[src/rtl/pkg_display.sv]
// Shared display definitions: blank segment code, hex-to-7-segment table
// and the scan state type.
package pkg_display;

  localparam logic [6:0] SEG_BLANK = 7'h7F;

  typedef enum logic {
    BLANK = 1'b0,
    SCAN  = 1'b1
  } disp_state_t;

  // Active-low segments {g,f,e,d,c,b,a} for hex digits 0-F
  function automatic logic [6:0] hex7seg(input logic [3:0] nib);
    logic [6:0] seg;
    case (nib)
      4'h0: seg = 7'h40;
      4'h1: seg = 7'h79;
      4'h2: seg = 7'h24;
      4'h3: seg = 7'h30;
      4'h4: seg = 7'h19;
      4'h5: seg = 7'h12;
      4'h6: seg = 7'h02;
      4'h7: seg = 7'h78;
      4'h8: seg = 7'h00;
      4'h9: seg = 7'h10;
      4'hA: seg = 7'h08;
      4'hB: seg = 7'h03;
      4'hC: seg = 7'h46;
      4'hD: seg = 7'h21;
      4'hE: seg = 7'h06;
      default: seg = 7'h0E;
    endcase
    return seg;
  endfunction

endpackage

[src/rtl/module_hex_a_7seg.sv]
// Combinational hex nibble to active-low 7-segment decoder.
module module_hex_a_7seg
  import pkg_display::*;
(
  input  logic [3:0] nib_i,
  output logic [6:0] seg_c
);

  assign seg_c = hex7seg(nib_i);

endmodule

[src/rtl/module_lector_display.sv]
// Time-multiplexed 7-segment scanner over NUM_DIGITS register nibbles, with a
// frame-aligned shadow copy so a mid-scan write never shows a torn frame.
module module_lector_display
  import pkg_display::*;
#(
  parameter int unsigned NUM_DIGITS     = 4,
  parameter int unsigned REFRESH_CYCLES = 10000,
  parameter int unsigned GUARD_CYCLES   = 16
) (
  input  logic                          clk,
  input  logic                          rst,
  input  logic [4*NUM_DIGITS-1:0]       dp_data_i,
  input  logic                          dp_load_i,
  input  logic                          en_i,
  output logic [NUM_DIGITS-1:0]         an_o,
  output logic [6:0]                    seg_o,
  output logic [$clog2(NUM_DIGITS)-1:0] digit_idx_o,
  output logic                          frame_o
);

  localparam int unsigned IDX_W         = $clog2(NUM_DIGITS);
  localparam int unsigned CNT_W         = $clog2(REFRESH_CYCLES);
  localparam int unsigned DATA_W        = 4 * NUM_DIGITS;
  localparam int unsigned ACTIVE_CYCLES = REFRESH_CYCLES - GUARD_CYCLES;

  disp_state_t       state_q, state_d;
  logic [CNT_W-1:0]  cnt_q, cnt_d;
  logic [IDX_W-1:0]  idx_q, idx_d;
  logic [DATA_W-1:0] staging_q, staging_d;
  logic [DATA_W-1:0] shadow_q, shadow_d;
  logic              pending_q, pending_d;
  logic [NUM_DIGITS-1:0] an_q, an_d;
  logic [6:0]        seg_q, seg_d;
  logic              frame_q, frame_d;

  logic [3:0]        nib_sel_c;
  logic [6:0]        seg_sel_c;
  logic              cnt_last_c;
  logic              idx_last_c;
  logic              scan_go_c;
  logic              boundary_c;

  assign nib_sel_c  = 4'(shadow_q >> {idx_q, 2'b00});
  assign cnt_last_c = (cnt_q == CNT_W'(REFRESH_CYCLES - 1));
  assign idx_last_c = (idx_q == IDX_W'(NUM_DIGITS - 1));

  module_hex_a_7seg u_hex (
    .nib_i (nib_sel_c),
    .seg_c (seg_sel_c)
  );

  // Next-state: scan sequencing, output decode and snapshot path
  always_comb begin
    state_d    = state_q;
    cnt_d      = cnt_q;
    idx_d      = idx_q;
    staging_d  = staging_q;
    shadow_d   = shadow_q;
    pending_d  = pending_q;
    an_d       = '1;
    seg_d      = seg_q;
    frame_d    = 1'b0;
    scan_go_c  = 1'b0;
    boundary_c = 1'b0;

    case (state_q)
      BLANK: begin
        if (en_i) begin
          state_d   = SCAN;
          scan_go_c = 1'b1;
        end
      end
      SCAN: begin
        if (!en_i) begin
          state_d = BLANK;
        end else begin
          scan_go_c = 1'b1;
        end
      end
      default: state_d = BLANK;
    endcase

    // The enable cycle itself already runs slot 0, so each slot is a full period
    if (scan_go_c) begin
      boundary_c = cnt_last_c && idx_last_c;
      if (cnt_last_c) begin
        cnt_d = '0;
        idx_d = idx_last_c ? '0 : idx_q + IDX_W'(1);
      end else begin
        cnt_d = cnt_q + CNT_W'(1);
      end
      if (cnt_q < CNT_W'(ACTIVE_CYCLES)) begin
        an_d  = ~(NUM_DIGITS'(1) << idx_q);
        seg_d = seg_sel_c;
      end
      frame_d = boundary_c;
    end else begin
      cnt_d = '0;
      idx_d = '0;
      seg_d = SEG_BLANK;
    end

    // A load on the boundary cycle bypasses staging and lands in the new frame
    if (boundary_c) begin
      shadow_d  = dp_load_i ? dp_data_i : (pending_q ? staging_q : shadow_q);
      pending_d = 1'b0;
      if (dp_load_i) begin
        staging_d = dp_data_i;
      end
    end else begin
      if ((state_q == BLANK) && pending_q) begin
        shadow_d  = staging_q;
        pending_d = 1'b0;
      end
      if (dp_load_i) begin
        staging_d = dp_data_i;
        pending_d = 1'b1;
      end
    end
  end

  always_ff @(posedge clk or posedge rst) begin
    if (rst) begin
      state_q   <= BLANK;
      cnt_q     <= '0;
      idx_q     <= '0;
      staging_q <= '0;
      shadow_q  <= '0;
      pending_q <= 1'b0;
      an_q      <= '1;
      seg_q     <= SEG_BLANK;
      frame_q   <= 1'b0;
    end else begin
      state_q   <= state_d;
      cnt_q     <= cnt_d;
      idx_q     <= idx_d;
      staging_q <= staging_d;
      shadow_q  <= shadow_d;
      pending_q <= pending_d;
      an_q      <= an_d;
      seg_q     <= seg_d;
      frame_q   <= frame_d;
    end
  end

  assign an_o        = an_q;
  assign seg_o       = seg_q;
  assign digit_idx_o = idx_q;
  assign frame_o     = frame_q;

endmodule
[config.mk]
export PLATFORM = sky130hd
export DESIGN_NAME = module_lector_display
export DESIGN_NICKNAME = d
export VERILOG_FILES = /design/src/rtl/pkg_display.sv /design/src/rtl/module_hex_a_7seg.sv /design/src/rtl/module_lector_display.sv
export SDC_FILE = /design/constraint.sdc
export NUM_CORES = 1
export LEC_CHECK = 0
export ABC_AREA = 1
export CAP_MARGIN = 20
export CORE_MARGIN = 3
export CORE_UTILIZATION = 50
export CTS_BUF_LIST = sky130_fd_sc_hd__clkbuf_16
export DETAILED_ROUTE_END_ITERATION = 12
export GPL_TIMING_DRIVEN = 0
export HOLD_SLACK_MARGIN = 0.15
export PLACE_DENSITY = 0.71
export SYNTH_ARGS = -nofsm -noshare
export SYNTH_HDL_FRONTEND = slang
export SYNTH_HIERARCHICAL = 1
export SYNTH_SLANG_ARGS = --single-unit
[constraint.sdc]
create_clock -name clk -period 1.95 [get_ports clk]
set_clock_uncertainty 0.05 [all_clocks]
set_input_delay 0.39 -clock clk [delete_from_list [all_inputs] [get_ports clk]]
set_output_delay 0.39 -clock clk [all_outputs]
set_load 0.005 [all_outputs]
==> metrics.yaml <==
ir_worst_vdd_mv: 0.476
seq_area_um2: 1570
cp-end-kind: "flip-flop"
syn2layout_area_growth_pct: 24.3
tightestPinTransition_ns: 0.781
routed_wl_mm: 7.06
synth_nets: 468
dr.pass1.iters: 4
slew_viol_final: 0
critPathMaxFanout: 11
p_switching_uw: 853
grt-ovfl-total: 0
root_buffer: "clkbuf_16"
cp-start-kind: "flip-flop"
start_util_pct: 52.1
grt_pass1_wl_mm: 12.0
syn_area_per_cell_um2: 7.68
cts_tree: "built"
hold_ws_ns: 0.353
pwr-share-comb_pct: 15.5
htreeDepth: 3
ys_seq_area_share_pct: 46.8
fill_cells: 552
p_leak_nw: 2.05
p_sw_share_pct: 25.6
rsz0062_at_grt: "yes"
ys_types: 29
period_share_pct: 96.2
n_antenna_cell: 0
status: "finished, final reports clean"
portBuffers: 32
cts_buffers: 9
utilization_pct: 64.8
antenna_found_initial: 0
num_io_pins: 34
hold_class: "in -> reg"
clockBufferDepth: 2
synthCells: 436
drv_cap: 0
slew_headroom_pct: 47.8
dpl.hpwl_mm: 5.12
clock_sinks: 62
p_per_area_nw_per_um2: 802
clkTransAtPathRegs_ns: 0.05
multi_input_area_um2: 1630
finalHoldViolCount: 0
setup_viol: 0
fmax_mhz: 533
first_global_vias: 2785
wl_per_cell_um: 12.5
grt_max_degree: 36
finalCriticalPeriod_ns: 1.88
crit_required_ns: 2.15
vias: 2864
ant_nets: 0
die_h_um: 87.8
seqPwrFrac_pct: 44.3
dieArea_um2: 7710
synth_area_um2: 3350
synth-seq-cells: 62
finalNetCount: 517
viasPerCell: 5.05
drt_iter0_drc: 84
clockPowerShare_pct: 40.2
drc_errors: 0
clock_latency_ns: 0.32
p_int_mw: 2.48
gp_congestion: 0.851
die_w_um: 87.8
core-area_um2: 6420
synth-warning-count: 6
cp.arrival_ns: 2.07
track_usage_pct: 19.7
row_count: 29
critPathKind: "reg -> reg"
drive_above_1_share_pct: 15.1
-- cells in the final DEF (no fill, tap or decap), types with 4 or more instances in the layout --
cell             instances
a21oi_1                  6
buf_2                    8
buf_4                    5
clkbuf_16                9
clkdlybuf4s50_1         32
clkinv_1                 4
dfrtp_1                 50
dfstp_2                 11
ha_1                    11
inv_1                   24
inv_2                    7
nand2_1                162
nand3_1                 33
nand4_1                 17
nor2_1                  44
nor2_2                   4
nor2_4                   4
nor3_1                  11
nor3_2                   4
o21ai_0                 13
o21ai_1                  4
-- sequential cells by signal, summed over array words and instances, names as in the netlist --
| register | cells |
|---|---|
| shadow_q | 16 |
| staging_q | 16 |
| cnt_q | 14 |
| seg_o | 7 |
| an_o | 4 |
| digit_idx_o | 2 |
| frame_o | 1 |
| pending_q | 1 |
| state_q | 1 |
-- through the flow --
| step | worst slack [ns] | instances | TNS, ns | instance area (um2) | total power, mW |
|---|---|---|---|---|---|
| after floorplan | 0.0575 | 436 | 0 | 3370 | 1.80 |
| after global placement | -0.299 | 545 | -3.73 | 3780 | 1.96 |
| after detailed placement | -0.299 | 546 | -4.26 | 3800 | 1.97 |
| after CTS | 0.00904 | 565 | 0 | 4090 | 3.33 |
| after global routing | -0.0174 | 567 | -0.0368 | 4160 | 3.50 |
| final | 0.0739 | 567 | 0 | 4160 | 3.33 |
-- Yosys cell counts --
cell type	instances	area, um2
nand2_2	2	12.5
nand4_1	17	106
buf_6	2	22.5
dfstp_2	11	289
nand3_4	2	35.0
nor2_2	4	25.0
o21ai_0	15	75.1
o21ai_2	2	17.5
clkinv_1	3	11.3
a21oi_1	6	30.0
nand3_1	33	165
buf_8	1	15.0
nand3_2	1	10.0
or2_2	1	6.26
inv_2	4	15.0
o21ai_1	2	10.0
clkbuf_1	2	7.51
buf_2	8	40.0
nor3_1	15	75.1
inv_1	25	93.8
nor2_1	45	169
ha_1	12	150
nand2_4	1	11.3
nor3b_1	1	7.51
buf_1	1	3.75
dfrtp_1	51	1280
o22ai_1	4	25.0
nor2_4	3	33.8
nand2_1	162	608
-- what timing repair did --
item | 4_1_cts | 5_1_grt
resized for setup | 7 | 13
hold buffers | 0 | 0
buffers inserted | 3 | 2
hold endpoints to repair | 0 | 0
setup endpoints to repair | 7 | 12
pin swaps | 2 | 3
-- critical path, stage by stage, from the launching register on --
cell and delay, ns:
dfrtp_1 0.40, buf_8 0.16, clkinv_8 0.06, nor2_1 0.04, o22ai_2 0.28, inv_2 0.12
ha_1 0.23, inv_1 0.06, nand2_1 0.04, nand3_1 0.07, nand2_1 0.06, nor3_2 0.16
nor2_1 0.06
-- path summary, 6_finish.rpt --
kind | from | endpoint | slack, ns | cells past startpoint
max reg2reg | digit_idx_o[0] | seg_o[0] | 0.07 | 12
min in group asynchronous | rst | staging_q[4] | 0.51 | 2
min | dp_load_i | staging_q[15] | 0.35 | 3
max in group asynchronous | rst | seg_o[1] | 0.69 | 3
min reg2reg | cnt_q[0] | cnt_q[0] | 0.42 | 1
max | digit_idx_o[0] | seg_o[0] | 0.07 | 12
-- area by class of cell --
cell class	count	share of cell area, %
Clock buffer	9	5.42
Multi-Input combinational cell	328	39.1
Sequential cell	62	37.7
Inverter	32	3.37
Buffer	14	2.41
Clock inverter	7	0.662
Tap cell	77	2.32
Timing Repair Buffer	38	9.09
-- power groups by stage --
stage	Sequential, mW	Clock (mW)	Combinational [mW]
6_report	1.48	1.34	0.517
5_1_grt	1.49	1.42	0.587
4_1_cts	1.48	1.37	0.490
3_5_place_dp	1.50	0	0.479
3_3_place_gp	1.49	0	0.463
2_1_floorplan	1.48	0	0.314
-- cell families (layout without fill, tap and decap cells) --
group	Yosys count	count (layout)	share of synthesized area (%)
AOI/OAI and AO/OA	29	29	4.71
and+or+nand+nor	287	287	37.8
buffers and inverters	46	100	6.24
DFF	62	62	46.8
adders and majority gates	12	12	4.49
-- metal layers --
layer	vias up	GRT usage (%)	wire, um
met5	-	0	0
met4	0	9.48	121
met3	10	3.10	212
met2	47	34.7	3420
met1	1303	23.4	3310
li1	1504	-	-
(Power assumes the default switching activity.)
